<file path="config.mk">
export PLATFORM = sky130hd
export DESIGN_NAME = mul_div_sequencer
export DESIGN_NICKNAME = d
export VERILOG_FILES = /design/src/rtl/mul_div_sequencer.sv
export SDC_FILE = /design/constraint.sdc
export NUM_CORES = 1
export LEC_CHECK = 0
export CORE_AREA = 5 5 42 44
export DETAILED_ROUTE_END_ITERATION = 12
export DIE_AREA = 0 0 47 49
export DONT_BUFFER_PORTS = 1
export PLACE_DENSITY = 0.73
export SYNTH_ARGS = -nofsm -noshare
export SYNTH_HDL_FRONTEND = slang
export SYNTH_SLANG_ARGS = --single-unit
</file>
<file path="constraint.sdc">
create_clock -name clk -period 1.1 [get_ports clk]
set_input_delay 0.11 -clock clk [delete_from_list [all_inputs] [get_ports clk]]
set_output_delay 0.11 -clock clk [all_outputs]
set_load 0.05 [all_outputs]
</file>
<file path="src/rtl/mul_div_sequencer.sv">
// Moore control sequencer for the 4-bit ALU/accumulator datapath: issues the
// per-cycle control vector for a 4x4 shift-add multiply or a 4/4 restoring divide.
module mul_div_sequencer (
    input  logic       clk,
    input  logic       reset_p,
    input  logic       start,
    input  logic       op_sel,
    input  logic [3:0] breg_data,
    output logic       bus_req,
    output logic       acc_high_reset_p,
    output logic       acc_in_select,
    output logic [1:0] acc_high_select,
    output logic [1:0] acc_low_select,
    output logic       op_add,
    output logic       op_sub,
    output logic       op_mul,
    output logic       op_div,
    output logic       op_and,
    output logic       rd_en,
    output logic       busy,
    output logic       done,
    output logic       div_zero
);

    typedef enum logic [3:0] {
        S_IDLE,
        S_LOAD_H,
        S_COPY_L,
        S_CLR_H,
        S_MUL_ADD,
        S_MUL_SHR,
        S_DIV_SHL,
        S_DIV_SUB,
        S_DIV_LAST,
        S_DONE
    } state_t;

    localparam logic [1:0] SEL_HOLD = 2'b00;
    localparam logic [1:0] SEL_SHR  = 2'b01;
    localparam logic [1:0] SEL_SHL  = 2'b10;
    localparam logic [1:0] SEL_LOAD = 2'b11;

    state_t     state_q, state_d;
    logic [1:0] it_q, it_d;
    logic       op_r_q, op_r_d;
    logic       div_zero_q, div_zero_d;

    // State register.
    always_ff @(posedge clk) begin
        // NOTE: sequential state uses non-blocking assignments so every flop
        // samples the pre-edge values, independent of statement order.
        if (reset_p) begin
            state_q    <= S_IDLE;
            it_q       <= 2'd0;
            op_r_q     <= 1'b0;
            div_zero_q <= 1'b0;
        end else begin
            state_q    <= state_d;
            it_q       <= it_d;
            op_r_q     <= op_r_d;
            div_zero_q <= div_zero_d;
        end
    end

    // Next-state logic.
    always_comb begin
        // NOTE: every variable gets a hold default first, so no path through the
        // case statement can leave one unassigned and infer a latch.
        state_d    = state_q;
        it_d       = it_q;
        op_r_d     = op_r_q;
        div_zero_d = div_zero_q;
        unique case (state_q)
            S_IDLE: begin
                if (start) begin
                    div_zero_d = 1'b0;
                    if (op_sel && (breg_data == 4'd0)) begin
                        div_zero_d = 1'b1;
                        state_d    = S_DONE;
                    end else begin
                        op_r_d  = op_sel;
                        state_d = S_LOAD_H;
                    end
                end
            end
            S_LOAD_H: state_d = S_COPY_L;
            S_COPY_L: state_d = S_CLR_H;
            S_CLR_H: begin
                it_d    = 2'd0;
                state_d = op_r_q ? S_DIV_SHL : S_MUL_ADD;
            end
            S_MUL_ADD: state_d = S_MUL_SHR;
            S_MUL_SHR: begin
                if (it_q == 2'd3) begin
                    state_d = S_DONE;
                end else begin
                    it_d    = it_q + 2'd1;
                    state_d = S_MUL_ADD;
                end
            end
            S_DIV_SHL: state_d = S_DIV_SUB;
            S_DIV_SUB: begin
                if (it_q == 2'd3) begin
                    state_d = S_DIV_LAST;
                end else begin
                    it_d    = it_q + 2'd1;
                    state_d = S_DIV_SHL;
                end
            end
            S_DIV_LAST: state_d = S_DONE;
            S_DONE:     state_d = S_IDLE;
            default:    state_d = S_IDLE;
        endcase
    end

    // Output decode; only the registered state drives the control vector.
    always_comb begin
        bus_req          = 1'b0;
        acc_high_reset_p = 1'b0;
        acc_in_select    = 1'b0;
        acc_high_select  = SEL_HOLD;
        acc_low_select   = SEL_HOLD;
        op_add           = 1'b0;
        op_sub           = 1'b0;
        op_mul           = 1'b0;
        op_div           = 1'b0;
        op_and           = 1'b0;
        rd_en            = 1'b0;
        done             = 1'b0;
        div_zero         = 1'b0;
        busy             = (state_q != S_IDLE);
        unique case (state_q)
            S_LOAD_H: begin
                bus_req         = 1'b1;
                acc_in_select   = 1'b1;
                acc_high_select = SEL_LOAD;
            end
            S_COPY_L:  acc_low_select   = SEL_LOAD;
            S_CLR_H:   acc_high_reset_p = 1'b1;
            S_MUL_ADD: op_mul           = 1'b1;
            S_MUL_SHR: begin
                acc_high_select = SEL_SHR;
                acc_low_select  = SEL_SHR;
            end
            S_DIV_SHL: begin
                acc_high_select = SEL_SHL;
                acc_low_select  = SEL_SHL;
            end
            S_DIV_SUB:  op_div         = 1'b1;
            S_DIV_LAST: acc_low_select = SEL_SHL;
            S_DONE: begin
                done     = 1'b1;
                rd_en    = 1'b1;
                div_zero = div_zero_q;
            end
            default: ;
        endcase
    end

endmodule

</file>
==> flow_metrics.tcl <==
set metrics [dict create \
    status "finished, violations left" \
    failed_checks "negative setup slack" \
    hold_violations 0 \
    p_per_area_mw_per_mm2 1470 \
    finalPower_mw 1.86 \
    vias 789 \
    num-fill-cells 60 \
    core-area_mm2 0.00140 \
    cts.sinks 8 \
    dp_hpwl_um 1430 \
    design.die.area_mm2 0.00230 \
    final_common_cell "buf_4" \
    grt_max_degree 11 \
    grt-ovfl-total 0 \
    arrival_ns 1.35 \
    boundaryPins 24 \
    dp_slack_ns -0.174 \
    die_y_um 49 \
    clkLatencyLatePin_ns 0.27 \
    rr_worst_depth 4 \
    synth-edff-count 0 \
    cts_tree "built" \
    setup_tns_ns -5.58 \
    p_int_mw 1.03 \
    cap_viol_max_count 0 \
    nets 125 \
    cp-end-kind "output port" \
    syn2layout_area_growth_pct 102 \
    clock_skew_ns 0.0106 \
    ys.flop_type "dfxtp_1" \
    worstSetupPathType "flip-flop to output port" \
    pwr-share-clk_pct 14.7 \
    cp.required_ns 0.99 \
    yosysUniqueCellTypes 34 \
    first_pass_iters 4 \
    avgViaCountPerCell 6.02 \
    startpoint "state_q[1]$_SDFFE_PP0P_" \
    min_period_ns 1.46 \
    antenna_left 0 \
    rsz0062_at_grt "true" \
    finalWorstSetupSlack_ns -0.365 \
    ys_seq_area_share_pct 25.7 \
    drt_wl_total_um 2540 \
    power_frac_comb_pct 64.4 \
    p_leak_nw 0.510 \
    gp_congestion 0.759 \
    p_seq_share_pct 20.9 \
    hold_depth 2 \
    fmax_mhz 683 \
    whs_ns 0.0176 \
    finalSetupViolCount 20 \
    synth-seq-cells 8 \
    synthesis.area_um2 624 \
    hp-class "primary input to flip-flop" \
    syn_inst 79 \
    rrSetupSlack_ns -0.35 \
    finalCritPeriodShare_pct 133 \
    grt_usage_pct 20.4 \
    reg2reg_from "state_q[2]$_SDFFE_PP0P_" \
    drtIter0Drc 30 \
    cp-start-kind "flip-flop" \
    max_stage_delay_ns 0.45 \
    rows 14 \
    min_delay_worst_endpoint "div_zero_q$_SDFFE_PP0P_" \
    ir_drop_mv 1.05 \
    power_switching_mw 0.831 \
    r2r-end "state_q[3]$_SDFFE_PP0P_" \
    crit_fanout 6 \
    root_buffer "clkbuf_4" \
    yosys_warnings 0 \
    antenna_found_initial 0 \
    clkTransAtPathRegs_ns 0.07 \
    start_util_pct 44.6 \
    netSwitchingFraction_pct 44.8 \
    place_area_mm2 0.00101 \
    avgSynthCellArea_um2 7.90 \
    crit_chain "buf_8 -> nand3b_1 -> a21oi_4 -> buf_12" \
    seq_area_um2 178 \
    final_layout_size_suffix_gt1_share_pct 65.2 \
    wl_per_cell_um 19.4 \
    route.detailed.drc 0 \
    antenna_cells 0 \
    grt_pass1_vias 726 \
    cts_buffers 3 \
    grt_pass1_wl_um 3480 \
    cp_top_family "flip-flops" \
    die_w_um 47 \
    final_cell_mix "buf_4, buf_12, buf_6, nand2_1, nor2_1" \
    multi_input_comb_area_um2 557 \
    clk_path_buf_depth 2 \
    holdCritStartpoint "start" \
    fin_area_mm2 0.00126 \
    async_flop_share_pct 0 \
    drv_slew 0 \
    crit_buf_inv 2 \
    htreeDepth 1 \
    place.port_buffers 0 \
    critPathSlowestCell "dfxtp_4" \
]
registers in the layout, summed over array words and instances (netlist names):
| name | flops |
|---|---|
| div_zero_q | 1 |
| op_r_q | 1 |
| state_q | 4 |
| it_q | 2 |
kinds of logic after synthesis:
family          Yosys count  synth area share [%]
other cells               1                 0.601
simple gates             39                  37.9
fa+ha+maj                 1                  2.00
mux                       2                  3.41
buf+inv                  12                  11.4
flops                     8                  25.7
compound gates           16                  19.0
stage by stage:
| step | util (%) | cells |
|---|---|---|
| 2_1_floorplan | - | 81 |
| 3_3_place_gp | 71.8 | 115 |
| 3_5_place_dp | 71.8 | 115 |
| 4_1_cts | 82.2 | 125 |
| 5_1_grt | 90.2 | 131 |
| 6_report | 90.2 | 131 |
cell type report:
cell class	count	share of cell area [%]
Multi-Input combinational cell	61	44.1
Clock buffer	4	2.08
Tap cell	16	1.58
Sequential cell	8	14.1
Timing Repair Buffer	39	37.1
Inverter	3	1.09
what timing repair did:
action	in CTS	in global routing
setup buffers	4	7
endpoints found under the hold margin	5	0
setup endpoints to repair	20	21
cloned	1	0
pin swaps	9	11
resized for setup	11	20
hold buffers	1	0
routing by layer:
layer | vias to the layer above | part of all wire (%) | track usage (%)
met5 | - | 0 | 0
met4 | 0 | 3.7 | 7.83
met3 | 10 | 8.7 | 5.54
met2 | 49 | 49 | 32.4
met1 | 377 | 39 | 25.2
li1 | 353 | - | -
worst max-delay path by stage:
stage,slack (ns),to,depth (start not counted)
after global routing,-0.44,state_q[0]$_SDFFE_PP0P_,4
after detailed placement,-0.17,it_q[0]$_SDFFE_PP0P_,4
after global placement,-0.10,it_q[0]$_SDFFE_PP0P_,4
after CTS,-0.34,acc_high_reset_p,3
final,-0.36,acc_high_select[1],4
after floorplan,-0.25,bus_req,3
synth_stat cells (2+ instances only):
master	count	area, um^2
a21oi_1	5	25.0
and2_1	3	18.8
and3b_1	2	17.5
buf_2	3	15.0
buf_4	6	45.0
dfxtp_1	8	160
inv_1	2	7.51
nand2_1	6	22.5
nand2b_1	3	18.8
nand3_1	2	10.0
nand3b_1	2	15.0
nor2_1	9	33.8
nor3_1	4	20.0
nor3b_1	2	15.0
o311ai_0	2	17.5
o41ai_1	2	17.5
power groups by stage:
stage / combinational, mW / sequential [mW] / clock, mW
floorplan: 0.666 / 0.377 / 0
global placement: 0.930 / 0.390 / 0
detailed placement: 0.952 / 0.395 / 0
CTS: 1.07 / 0.390 / 0.263
global route: 1.25 / 0.392 / 0.287
finish: 1.20 / 0.389 / 0.272
worst reg2reg max path: stages, from the launching register on:
cell and delay [ns]:
dfxtp_4 0.39, buf_6 0.14, nor3_2 0.27, mux2_2 0.40, a211oi_1 0.17
No activity file was read; power rests on OpenSTA's default activity.
